==> config.mk <==
export PLATFORM = sky130hd
export DESIGN_NAME = weight_compensation_scanner
export DESIGN_NICKNAME = d
export VERILOG_FILES = /design/src/rtl/weight_compensation_scanner_pkg.sv /design/src/rtl/weight_compensation_scanner_outlier_detect.sv /design/src/rtl/weight_compensation_scanner.sv
export SDC_FILE = /design/constraint.sdc
export NUM_CORES = 1
export LEC_CHECK = 0
export BUFFER_PORTS_ARGS = -buffer_cell sky130_fd_sc_hd__clkbuf_2
export CAP_MARGIN = 20
export CORE_MARGIN = 4
export CORE_UTILIZATION = 57
export CTS_CLUSTER_DIAMETER = 50
export DETAILED_ROUTE_END_ITERATION = 6
export PLACE_DENSITY_LB_ADDON = 0.15
export SYNTH_ARGS = -nofsm -noshare
export SYNTH_HDL_FRONTEND = slang
export SYNTH_SLANG_ARGS = --single-unit
==> constraint.sdc <==
create_clock -name clk -period 3.4 [get_ports clk]
set_clock_uncertainty 0.05 [all_clocks]
set_input_delay 0.51 -clock clk [delete_from_list [all_inputs] [get_ports clk]]
set_output_delay 0.51 -clock clk [all_outputs]
set_load 0.01 [all_outputs]
==> src/rtl/weight_compensation_scanner_pkg.sv <==
// Shared sizing and FSM state type for the weight compensation scanner.
// Optional build macro COMP_OVERFLOW_CNT_EN is consumed by the top module.
package weight_compensation_scanner_pkg;

  localparam int unsigned ROWS       = 8;
  localparam int unsigned COLS       = 8;
  localparam int unsigned WEIGHT_W   = 8;
  localparam int unsigned LOW_W      = 4;
  localparam int unsigned MAX_COMP   = 3;
  localparam int unsigned ROW_IDX_W  = $clog2(ROWS);
  localparam int unsigned COL_IDX_W  = $clog2(COLS);
  localparam int unsigned CNT_W      = $clog2(MAX_COMP + 1);
  localparam int unsigned HIGH_W     = WEIGHT_W - LOW_W;
  localparam int unsigned COMP_SLOTS = COLS * MAX_COMP;
  localparam int unsigned OVF_W      = 6;

  typedef enum logic [1:0] {
    StIdle,
    StScan,
    StColEnd,
    StDone
  } state_e;

endpackage

==> src/rtl/weight_compensation_scanner_outlier_detect.sv <==
// Flags weights outside the signed LOW_W range and splits them into high/low parts.
module weight_compensation_scanner_outlier_detect
  import weight_compensation_scanner_pkg::*;
(
  input  logic [WEIGHT_W-1:0] weight_i,
  output logic                outlier_o,
  output logic [HIGH_W-1:0]   high_o,
  output logic [LOW_W-1:0]    low_o
);

  // The weight fits in LOW_W signed bits only if all bits from the low sign bit up agree.
  logic [WEIGHT_W-LOW_W:0] sign_bits;

  assign sign_bits = weight_i[WEIGHT_W-1:LOW_W-1];
  assign outlier_o = !((&sign_bits) || !(|sign_bits));
  assign high_o    = weight_i[WEIGHT_W-1:LOW_W];
  assign low_o     = weight_i[LOW_W-1:0];

endmodule

==> src/rtl/weight_compensation_scanner.sv <==
// Column-major weight tile scanner emitting low-precision weights and compensation events.
// Define COMP_OVERFLOW_CNT_EN to add the comp_overflow_cnt dropped-outlier counter port.
module weight_compensation_scanner
  import weight_compensation_scanner_pkg::*;
(
  input  logic                 clk,
  input  logic                 rst,
  input  logic                 start,
  input  logic                 in_valid,
  output logic                 in_ready,
  input  logic [WEIGHT_W-1:0]  weight_data,
  output logic                 out_weight_valid,
  output logic [LOW_W-1:0]     out_weight,
  output logic                 out_Compensation_valid,
  output logic [ROW_IDX_W-1:0] Compensation_Row,
  output logic [HIGH_W-1:0]    Compensation_Value,
  output logic                 change_col,
  output logic                 done
`ifdef COMP_OVERFLOW_CNT_EN
  ,
  output logic [OVF_W-1:0]     comp_overflow_cnt
`endif
);

  state_e                 state_q;
  logic [ROW_IDX_W-1:0]   row_q;
  logic [COL_IDX_W-1:0]   col_q;
  logic [CNT_W-1:0]       cnt_q;
  logic                   wvalid_q;
  logic [LOW_W-1:0]       wlow_q;
  logic                   cvalid_q;
  logic [ROW_IDX_W-1:0]   crow_q;
  logic [HIGH_W-1:0]      cval_q;
  logic                   change_col_q;
  logic                   done_q;
`ifdef COMP_OVERFLOW_CNT_EN
  logic [OVF_W-1:0]       ovf_q;
`endif

  logic                   outlier;
  logic [HIGH_W-1:0]      high;
  logic [LOW_W-1:0]       low;
  logic                   accept;

  weight_compensation_scanner_outlier_detect u_outlier_detect (
    .weight_i  (weight_data),
    .outlier_o (outlier),
    .high_o    (high),
    .low_o     (low)
  );

  assign in_ready = (state_q == StScan);
  assign accept   = in_valid && in_ready;

  always_ff @(posedge clk or negedge rst) begin
    if (!rst) begin
      state_q      <= StIdle;
      row_q        <= '0;
      col_q        <= '0;
      cnt_q        <= '0;
      wvalid_q     <= 1'b0;
      wlow_q       <= '0;
      cvalid_q     <= 1'b0;
      crow_q       <= '0;
      cval_q       <= '0;
      change_col_q <= 1'b0;
      done_q       <= 1'b0;
`ifdef COMP_OVERFLOW_CNT_EN
      ovf_q        <= '0;
`endif
    end else begin
      wvalid_q     <= 1'b0;
      cvalid_q     <= 1'b0;
      change_col_q <= 1'b0;
      case (state_q)
        StIdle, StDone: begin
          if (start) begin
            state_q <= StScan;
            row_q   <= '0;
            col_q   <= '0;
            cnt_q   <= '0;
            done_q  <= 1'b0;
`ifdef COMP_OVERFLOW_CNT_EN
            ovf_q   <= '0;
`endif
          end
        end
        StScan: begin
          if (accept) begin
            wvalid_q <= 1'b1;
            wlow_q   <= low;
            if (outlier) begin
              if (cnt_q < CNT_W'(MAX_COMP)) begin
                cvalid_q <= 1'b1;
                crow_q   <= row_q;
                cval_q   <= high;
                cnt_q    <= cnt_q + CNT_W'(1);
              end
`ifdef COMP_OVERFLOW_CNT_EN
              else if (ovf_q != '1) begin
                ovf_q <= ovf_q + OVF_W'(1);
              end
`endif
            end
            if (row_q == ROW_IDX_W'(ROWS - 1)) begin
              row_q   <= '0;
              state_q <= StColEnd;
            end else begin
              row_q <= row_q + ROW_IDX_W'(1);
            end
          end
        end
        StColEnd: begin
          // A full column is already slot-aligned downstream, so it needs no pulse.
          change_col_q <= (cnt_q < CNT_W'(MAX_COMP));
          cnt_q        <= '0;
          if (col_q == COL_IDX_W'(COLS - 1)) begin
            state_q <= StDone;
            done_q  <= 1'b1;
          end else begin
            col_q   <= col_q + COL_IDX_W'(1);
            state_q <= StScan;
          end
        end
        default: state_q <= StIdle;
      endcase
    end
  end

  assign out_weight_valid       = wvalid_q;
  assign out_weight             = wlow_q;
  assign out_Compensation_valid = cvalid_q;
  assign Compensation_Row       = crow_q;
  assign Compensation_Value     = cval_q;
  assign change_col             = change_col_q;
  assign done                   = done_q;
`ifdef COMP_OVERFLOW_CNT_EN
  assign comp_overflow_cnt      = ovf_q;
`endif

endmodule

==> run_results.csv, run 1 <==
group,metric,value,unit
yosys,async_flop_share,100,%
yosys,synth_enable_flop_cells,0,
place,worst_setup_slack_after_placement,1.30,ns
yosys,postSynthRegisterBits,25,
clock_tree,cts_repair_resize_count,0,
setup_path,path_class,"reg -> reg",
yosys,xor_and_xnor_fraction_of_the_mapped_netlist_area,0,%
timing,final.min_clock_period,2.12,ns
yosys,synth.net_count,134,
final_layout,layout.cell_area.non_filler,1460,um2
drt,post_drt_via_cell_ratio,5.55,
drt,routed_wl_per_cell,13.8,um
global_routing,track_usage,16.1,%
timing,final.setup.worst_slack,1.28,ns
timing,hold_viol_final,0,
setup_path,worst_path_dominant_cell_family,"simple AND/OR/NAND/NOR gates",
drt,wl_met2,1150,um
yosys,yosys-mux-area-fraction,13.4,%
global_routing,grt_pass1_wl,4040,um
final_layout,final_cell_count_no_fill,169,
clock_tree,clk_pin_slew_worst_paths,0.13,ns
global_routing,global_route.overflow_total,0,
yosys,post_synthesis_compound_gate_area_fraction,12.7,%
setup_path,worst_ep_required_time,3.56,ns
clock_tree,cts.hold.buffers_added,0,
setup_path,timing.critical_path.from_type,"register",
global_routing,maximum_number_of_pins_on_one_net_before_global_route_repair,26,
die,die_height,55.3,um
clock_tree,clock_sinks,25,
die,io_pins,28,
timing,final_max_slew_viol_count,0,
yosys,synth_simple_gate_area_share,14.2,%
drt,met3_wirelength,149,um
timing,setup_violations,0,
final_layout,finalCoreUtilization,71.4,%
yosys,synth_cells,114,
run,cap_viol_max_count,0,
global_routing,first_global_vias,894,
clock_tree,cts_root_buf,"clkbuf_4",
drt,route.detailed.drc,0,
power_and_ir_drop,total_power,1.02,mW
final_layout,antenna_cells,0,
timing,max_freq,0.471,GHz
yosys,synth-adder-area-share,7.84,%
drt,top_layer,"met4",
drt,drtAntennaViolNets,0,
timing,finalCritPeriodShare,62.5,%
clock_tree,cts_made_buffers,3,
worst_hold_path,hold_path.class,"in -> async",
setup_path,critPathBufInv,1,
drt,drt_first_pass_iters,4,
place,place.port_buffers,27,
timing,timing.slew.headroom,51.4,%
yosys,syn_avg_cell_area,11.2,um2
drt,routed_wl,2340,um
clock_tree,number_of_buffers_inserted_by_post_cts_setup_repair,0,
final_layout,final_layout_size_suffix_gt1_share,31.7,%
setup_path,worstSetupEndpointType,"register",
place,placed_cells,165,
setup_path,cp_cell_sequence,"inv_1, ha_1, nand2_1, nor3_4, mux2_4",
drt,detailedRoute.firstIterationViolations,24,
clock_tree,clockBufferDepth,2,
yosys,dominantRegCellSynth,"dfrtp_1",
yosys,combined_area_of_all_synthesized_cells,1280,um2
die,horizontal_die_dimension,55.3,um
global_routing,antenna_found_initial,0,
drt,met1_length,1030,um
yosys,largest_family_of_logic_cells_by_synthesized_area,"simple AND/OR/NAND/NOR gates",
drt,num_vias,938,
clock_tree,ctsHtreeMaxLevel,1,
outcome,status,"complete, no violations",
timing,holdWs,0.130,ns
setup_path,crit_path_top_delay_cell,"nor3_4",
place,detailedPlacementHpwl,1810,um
die,start_util,62.5,%
power_and_ir_drop,irDropWorstVdd,486,uV
setup_path,path_max_fanout,9,
clock_tree,tritoncts,"done",
timing,rsz_0062_raised_after_global_routing,"no",
yosys,ys_types,29,
final_layout,finish.net_count,163,
place,place_congestion,0.855,
power_and_ir_drop,leakagePower,0.735,nW
die,floorplan.die_area,3060,um2
final_layout,synthToLayoutAreaGrowth,14.3,%
setup_path,arrival,2.28,ns
place,placement.cell_area,1430,um2
die,placementRows,16,
timing,timing_worst_slew_pin_value,0.722,ns
yosys,yosysWarningCount,0,
timing,setup_total_negative_slack,0,ns
yosys,proportion_of_synthesized_chip_area_in_sequential_cells,49.0,%
power_and_ir_drop,power_density,702,nW/um2
die,placeableCoreArea,2040,um2
clock_tree,worstSkewPairLatency,0.31,ns
setup_path,cpPeakStageDelay,0.52,ns
-- cell usage after synthesis, types with 2 or more instances --
| master | count | area share (%) |
|---|---|---|
| or4_1 | 3 | 1.8 |
| mux2_4 | 7 | 8.2 |
| nand2_1 | 13 | 3.8 |
| a22oi_1 | 2 | 1.2 |
| inv_1 | 6 | 1.8 |
| ha_1 | 8 | 7.8 |
| and3_1 | 2 | 0.98 |
| nand3_1 | 3 | 1.2 |
| dfrtp_1 | 25 | 49 |
| nor2b_1 | 2 | 0.98 |
| clkbuf_1 | 2 | 0.59 |
| mux2_2 | 5 | 4.4 |
| o21ai_0 | 11 | 4.3 |
| nor2_1 | 6 | 1.8 |
| a21oi_1 | 5 | 2.0 |
-- path summary, 6_finish.rpt --
check | slack (ns) | startpoint | cells after the start | end
setup / recovery | 1.28 | state_q[1] | 5 | Compensation_Value[3]
hold / removal | 0.13 | rst | 1 | col_q[0]
setup reg to reg | 1.28 | state_q[1] | 5 | Compensation_Value[3]
hold reg to reg | 0.47 | out_weight[3] | 1 | out_weight[3]
max in group asynchronous | 2.78 | rst | 1 | state_q[0]
min in group clk | 0.37 | weight_data[2] | 2 | out_weight[2]
-- sequential cells by signal, summed over array words and instances (netlist names), 2 cells and up --
signal / count
out_weight: 4
Compensation_Value: 4
col_q: 3
state_q: 2
cnt_q: 2
Compensation_Row: 3
row_q: 3
-- cell usage in the layout, fill, tap and decap left out --
master     n
clkbuf_2  27
dfrtp_1   25
nand2_1   13
o21ai_0   11
ha_1       8
mux2_4     7
inv_1      6
nor2_1     6
a21oi_1    5
mux2_2     5
or4_1      3
nand3_1    3
clkbuf_4   3
and3_1     2
nor2b_1    2
a22oi_1    2
nor2_4     1
a31o_4     1
nor3_4     1
o221ai_1   1
mux2i_1    1
nand2b_1   1
a32oi_1    1
nand3b_1   1
o211ai_1   1
a22o_1     1
o31ai_1    1
or3_1      1
o311ai_0   1
clkbuf_1   1
-- worst register-to-register path: stages (launching register included) --
cell	delay [ns]
dfrtp_1	0.42
inv_1	0.10
ha_1	0.34
nand2_1	0.26
nor3_4	0.52
mux2_4	0.34
-- final cells by class --
| class | count | area (um2) |
|---|---|---|
| clock buffers | 4 | 26.3 |
| fillers | 167 | 583 |
| inverters | 6 | 22.5 |
| multi-input cells | 80 | 616 |
| flip-flops and latches | 25 | 626 |
| well taps | 27 | 33.8 |
| repair buffers | 27 | 135 |
-- routing by layer --
metal | vias to the layer above | global-route usage [%]
li1 | 468 | -
met1 | 446 | 21.3
met2 | 22 | 25.0
met3 | 2 | 3.73
met4 | 0 | 7.29
met5 | - | 0
-- cells by family after synthesis --
family,after synthesis
fa+ha+maj,8
compound gates,25
simple gates,34
flops,25
mux,13
buf+inv,9
-- power breakdown --
group          internal [mW]  switching [mW]
logic                  0.208           0.219
registers              0.398          0.0693
clock network         0.0457          0.0839
total                  0.652           0.372
Note: power is estimated with default switching activity, not from simulation.
==> run 2, diff against run 1 <==
CORE_UTILIZATION = 47   (was 57)
clock period = 1.9 ns   (was 3.4 ns; I/O delays follow)
==> run_results.csv, run 2 (synthesized netlist as in run 1, its figures left out) <==
group,metric,value,unit
outcome,status,"complete, no violations",
global_routing,grt_pass1_wl,4220,um
timing,max_freq,0.548,GHz
timing,setup_violations,0,
place,place.port_buffers,27,
drt,detailedRoute.firstIterationViolations,32,
timing,finalCritPeriodShare,96.1,%
final_layout,multi_input_area,631,um2
drt,num_vias,988,
clock_tree,cts_made_buffers,3,
die,io_pins,28,
run,cap_viol_max_count,0,
timing,timing_worst_slew_pin_value,0.598,ns
worst_hold_path,hold_path.class,"in -> reg",
clock_tree,cts_root_buf,"clkbuf_4",
drt,routed_wl_per_cell,13.8,um
drt,drtAntennaViolNets,0,
power_and_ir_drop,power_density,1250,nW/um2
global_routing,maximum_number_of_pins_on_one_net_before_global_route_repair,26,
die,placementRows,18,
setup_path,arrival,2.03,ns
setup_path,most_prevalent_standard_cell_on_the_critical_path,"inv_1",
place,placed_cells,175,
final_layout,final_cell_mix,"clkbuf_2 (27), dfrtp_1 (25), nand2_1 (13), o21ai_0 (11), buf_4 (8)",
timing,final_max_slew_viol_count,0,
die,die_height,60.1,um
final_layout,finish.net_count,173,
setup_path,crit_path_top_delay_cell,"or4_1",
global_routing,track_usage,15.5,%
global_routing,global_route.overflow_total,0,
die,placeableCoreArea,2520,um2
final_layout,mostFrequentLayoutCell,"clkbuf_2",
timing,setup_total_negative_slack,0,ns
place,place_congestion,0.740,
setup_path,timing.critical_path.from_type,"register",
timing,final.setup.worst_slack,0.0742,ns
setup_path,path_class,"reg -> reg",
clock_tree,clockBufferDepth,2,
timing,rsz_0062_raised_after_global_routing,"no",
die,start_util,50.6,%
die,floorplan.die_area,3610,um2
timing,final.min_clock_period,1.83,ns
global_routing,antenna_found_initial,0,
timing,hold_viol_final,0,
drt,route.detailed.drc,0,
clock_tree,clock_sinks,25,
final_layout,seqCellArea,626,um2
die,horizontal_die_dimension,60.1,um
setup_path,worst_ep_required_time,2.10,ns
place,detailedPlacementHpwl,1950,um
timing,timing.slew.headroom,60.1,%
drt,post_drt_via_cell_ratio,5.43,
final_layout,synthToLayoutAreaGrowth,22.8,%
clock_tree,tritoncts,"done",
final_layout,final_cell_count_no_fill,182,
final_layout,fillers,210,
setup_path,cpPeakStageDelay,0.50,ns
drt,drt_first_pass_iters,4,
setup_path,path_max_fanout,6,
setup_path,cp_cell_sequence,"inv_1, ha_2, inv_1, or4_1, or3_1, nand3_1",
power_and_ir_drop,irDropWorstVdd,936,uV
clock_tree,ctsHtreeMaxLevel,1,
place,worst_setup_slack_after_placement,0.0397,ns
final_layout,antenna_cells,0,
final_layout,final_layout_size_suffix_gt1_share,36.8,%
global_routing,first_global_vias,925,
drt,routed_wl,2510,um
setup_path,worstSetupEndpointType,"register",
power_and_ir_drop,leakagePower,0.785,nW
clock_tree,clk_pin_slew_worst_paths,0.13,ns
clock_tree,worstSkewPairLatency,0.31,ns
## run 2: cell types whose count changed in the layout (fill, tap and decap cells not counted)
cell	previous run	this run
buf_12	0	1
ha_2	0	1
dlygate4sd3_1	0	1
ha_4	0	1
ha_1	8	6
buf_4	0	8
## run 2: per-layer routing
layer,routed length (um),global-route usage [%],vias up
met5,0,0,-
met4,19,5.70,0
met3,125,2.81,2
met2,1200,23.6,24
met1,1170,21.8,473
li1,-,-,489
## run 2: cell type report
type	instances	share of cell area, %
inverter	6	1.44
tap	30	2.39
multi-input combinational	80	40.2
timing repair buffer	37	14.4
clock buffer	4	1.68
sequential	25	39.9
## run 2: report_power, final
part,internal [mW],total [mW],switching [mW]
clock network,0.0820,0.234,0.152
logic,0.477,0.900,0.423
registers,0.712,0.829,0.118
total,1.27,1.96,0.693
## run 2: repair_timing
item | CTS | global route
gates resized for setup | 0 | 2
hold endpoints to repair | 25 | 0
setup buffers | 0 | 2
hold buffers | 1 | 0
setup endpoints to repair | 0 | 8
## run 2: path summary, 6_finish.rpt
check | depth (start not counted) | from | slack [ns] | to
worst max-delay path | 6 | state_q[1] | 0.07 | cnt_q[0]
worst min-delay path | 2 | weight_data[0] | 0.15 | out_weight[0]
worst max register to register | 6 | state_q[1] | 0.07 | cnt_q[0]
worst min register to register | 1 | out_weight[3] | 0.47 | out_weight[3]
max in group asynchronous | 2 | rst | 0.96 | out_weight[3]
min in group asynchronous | 2 | rst | 0.44 | col_q[2]
## run 2: stage by stage
step / hold slack (ns) / power (mW) / utilization, % / cell area (um2)
finish: 0.148 / 1.96 / 62.2 / 1570
detailed placement: 0.281 / 1.70 / 59.0 / 1490
global route: 0.134 / 2.11 / 62.2 / 1570
global placement: 0.274 / 1.67 / 59.0 / 1490
CTS: 0.144 / 1.93 / 60.5 / 1530
floorplan: -0.0606 / 1.34 / - / 1280
## run 2: critical path, delay by kind of cell (launching register included)
kind | cells | cell delay, ns
AND/OR/NAND/NOR | 3 | 0.91
flip-flops | 1 | 0.41
adder cells (fa/ha/maj) | 1 | 0.23
buffers and inverters | 2 | 0.17
==> run 3, diff against run 2 <==
CTS_BUF_LIST = sky130_fd_sc_hd__clkbuf_16   (was not set)
==> run_results.csv, run 3 (synthesized netlist as in run 1, its figures left out) <==
group,metric,value,unit
outcome,status,"finished with violations",
outcome,violations,"hold timing",
drt,post_drt_via_cell_ratio,5.46,
drt,drtAntennaViolNets,0,
global_routing,maximum_number_of_pins_on_one_net_before_global_route_repair,26,
die,placementRows,18,
final_layout,antenna_cells,0,
power_and_ir_drop,power.share.switching,32.9,%
power_and_ir_drop,leakagePower,0.813,nW
die,horizontal_die_dimension,60.1,um
global_routing,grt_pass1_wl,4370,um
drt,drt_first_pass_iters,4,
final_layout,synthToLayoutAreaGrowth,25.8,%
power_and_ir_drop,power_density,1380,nW/um2
timing,max_freq,0.533,GHz
drt,num_vias,994,
drt,wl_met2,1270,um
timing,timing_worst_slew_pin_value,0.601,ns
clock_tree,worstSkewPairLatency,0.26,ns
setup_path,worst_ep_required_time,2.04,ns
drt,routed_wl,2630,um
die,io_pins,28,
timing,rsz_0062_raised_after_global_routing,"yes",
die,die_height,60.1,um
timing,setup_violations,0,
power_and_ir_drop,power.share.clock,20.7,%
power_and_ir_drop,p_comb_share,41.7,%
final_layout,mostFrequentLayoutCell,"clkbuf_2",
place,worst_setup_slack_after_placement,0.0397,ns
place,placed_cells,175,
final_layout,final_layout_size_suffix_gt1_share,36.8,%
clock_tree,cts_root_buf,"clkbuf_16",
setup_path,path_class,"reg -> reg",
global_routing,first_global_vias,956,
drt,routed_wl_per_cell,14.5,um
drt,met1_length,1180,um
setup_path,path_max_fanout,5,
timing,final.setup.worst_slack,0.0246,ns
worst_hold_path,hold_path.class,"in -> async",
final_layout,final_cell_mix,"clkbuf_2 (27), dfrtp_1 (25), nand2_1 (13), o21ai_0 (11), buf_4 (9)",
power_and_ir_drop,cellInternalPower,1.49,mW
setup_path,cp_cell_sequence,"inv_1, ha_1, nor2b_1, or4_1, or3_1, nand3_1",
die,placeableCoreArea,2520,um2
timing,hold_viol_final,25,
power_and_ir_drop,power.sequential.fraction,37.6,%
drt,route.detailed.drc,0,
run,cap_viol_max_count,0,
timing,final_max_slew_viol_count,0,
setup_path,cpPeakStageDelay,0.40,ns
final_layout,layout.cell_area.non_filler,1610,um2
clock_tree,clock_sinks,25,
clock_tree,ctsHtreeMaxLevel,1,
timing,final.min_clock_period,1.88,ns
setup_path,arrival,2.01,ns
clock_tree,cts_made_buffers,3,
place,place_congestion,0.740,
clock_tree,clockBufferDepth,2,
place,placement.cell_area,1490,um2
timing,holdWs,-0.0273,ns
global_routing,track_usage,16.2,%
power_and_ir_drop,irDropWorstVdd,1030,uV
setup_path,crit_path_top_delay_cell,"or4_1",
clock_tree,tritoncts,"done",
power_and_ir_drop,total_switching_power,0.727,mW
place,detailedPlacementHpwl,1950,um
setup_path,timing.critical_path.from_type,"register",
die,start_util,50.6,%
die,floorplan.die_area,3610,um2
drt,detailedRoute.firstIterationViolations,37,
clock_tree,clk_pin_slew_worst_paths,0.06,ns
timing,timing.slew.headroom,59.9,%
clock_tree,cts.hold.buffers_added,0,
drt,met3_wirelength,125,um
final_layout,finish.net_count,173,
global_routing,global_route.overflow_total,0,
setup_path,worstSetupEndpointType,"register",
global_routing,antenna_found_initial,0,
drt,top_layer,"met4",
timing,finalCritPeriodShare,98.7,%
final_layout,final_cell_count_no_fill,182,
place,place.port_buffers,27,
==> run 3: layout make-up <==
cell class / count / area, um2
clock buffers: 3 / 75.1
multi-input cells: 80 / 618
well taps: 30 / 37.5
inverters: 6 / 22.5
repair buffers: 37 / 223
fillers: 205 / 917
clock inverters: 1 / 3.75
flip-flops and latches: 25 / 626
==> run 3: critical path: cells and delay by family (launching register included) <==
| family | cells | cell delay (ns) |
|---|---|---|
| flip-flops | 1 | 0.37 |
| adder cells (fa/ha/maj) | 1 | 0.34 |
| AND/OR/NAND/NOR | 4 | 0.99 |
| buffers and inverters | 1 | 0.05 |
==> run 3: path summary, 6_finish.rpt <==
kind | start | endpoint | slack [ns] | depth (start not counted)
min | rst | col_q[2] | -0.03 | 1
max in group asynchronous | rst | out_weight[3] | 1.43 | 1
min in group clk | weight_data[0] | out_weight[0] | 0.21 | 2
max reg2reg | state_q[0] | cnt_q[0] | 0.02 | 6
max | state_q[0] | cnt_q[0] | 0.02 | 6
min reg2reg | out_weight[3] | out_weight[3] | 0.45 | 1
==> run 3: routing by layer <==
metal  up-vias  GRT usage, %
met5         -             0
met4         0          6.65
met3         7          2.81
met2        28          25.9
met1       472          21.4
li1        487             -
==> run 3: through the flow <==
stage               utilization, %  hold WS [ns]  total power, mW  TNS (ns)
floorplan                        -       -0.0606             1.34         0
global placement              59.0         0.274             1.67         0
detailed placement            59.0         0.281             1.70         0
CTS                           62.5       0.00727             2.18         0
global route                  63.6        0.0362             2.35   -0.0255
finish                        63.6       -0.0273             2.21         0
==> run 3: power by group through the flow <==
stage / Combinational, mW / Clock (mW) / Sequential, mW
after floorplan: 0.460 / 0 / 0.882
after global placement: 0.837 / 0 / 0.830
after detailed placement: 0.859 / 0 / 0.843
after CTS: 0.884 / 0.460 / 0.832
after global routing: 1.02 / 0.474 / 0.855
final: 0.922 / 0.459 / 0.831
==> run 3: timing repair <==
item | in CTS | in global routing
setup endpoints to repair | 1 | 9
pin swaps | 0 | 1
hold endpoints to repair | 0 | 0
gates resized for setup | 0 | 1
setup buffers | 1 | 2
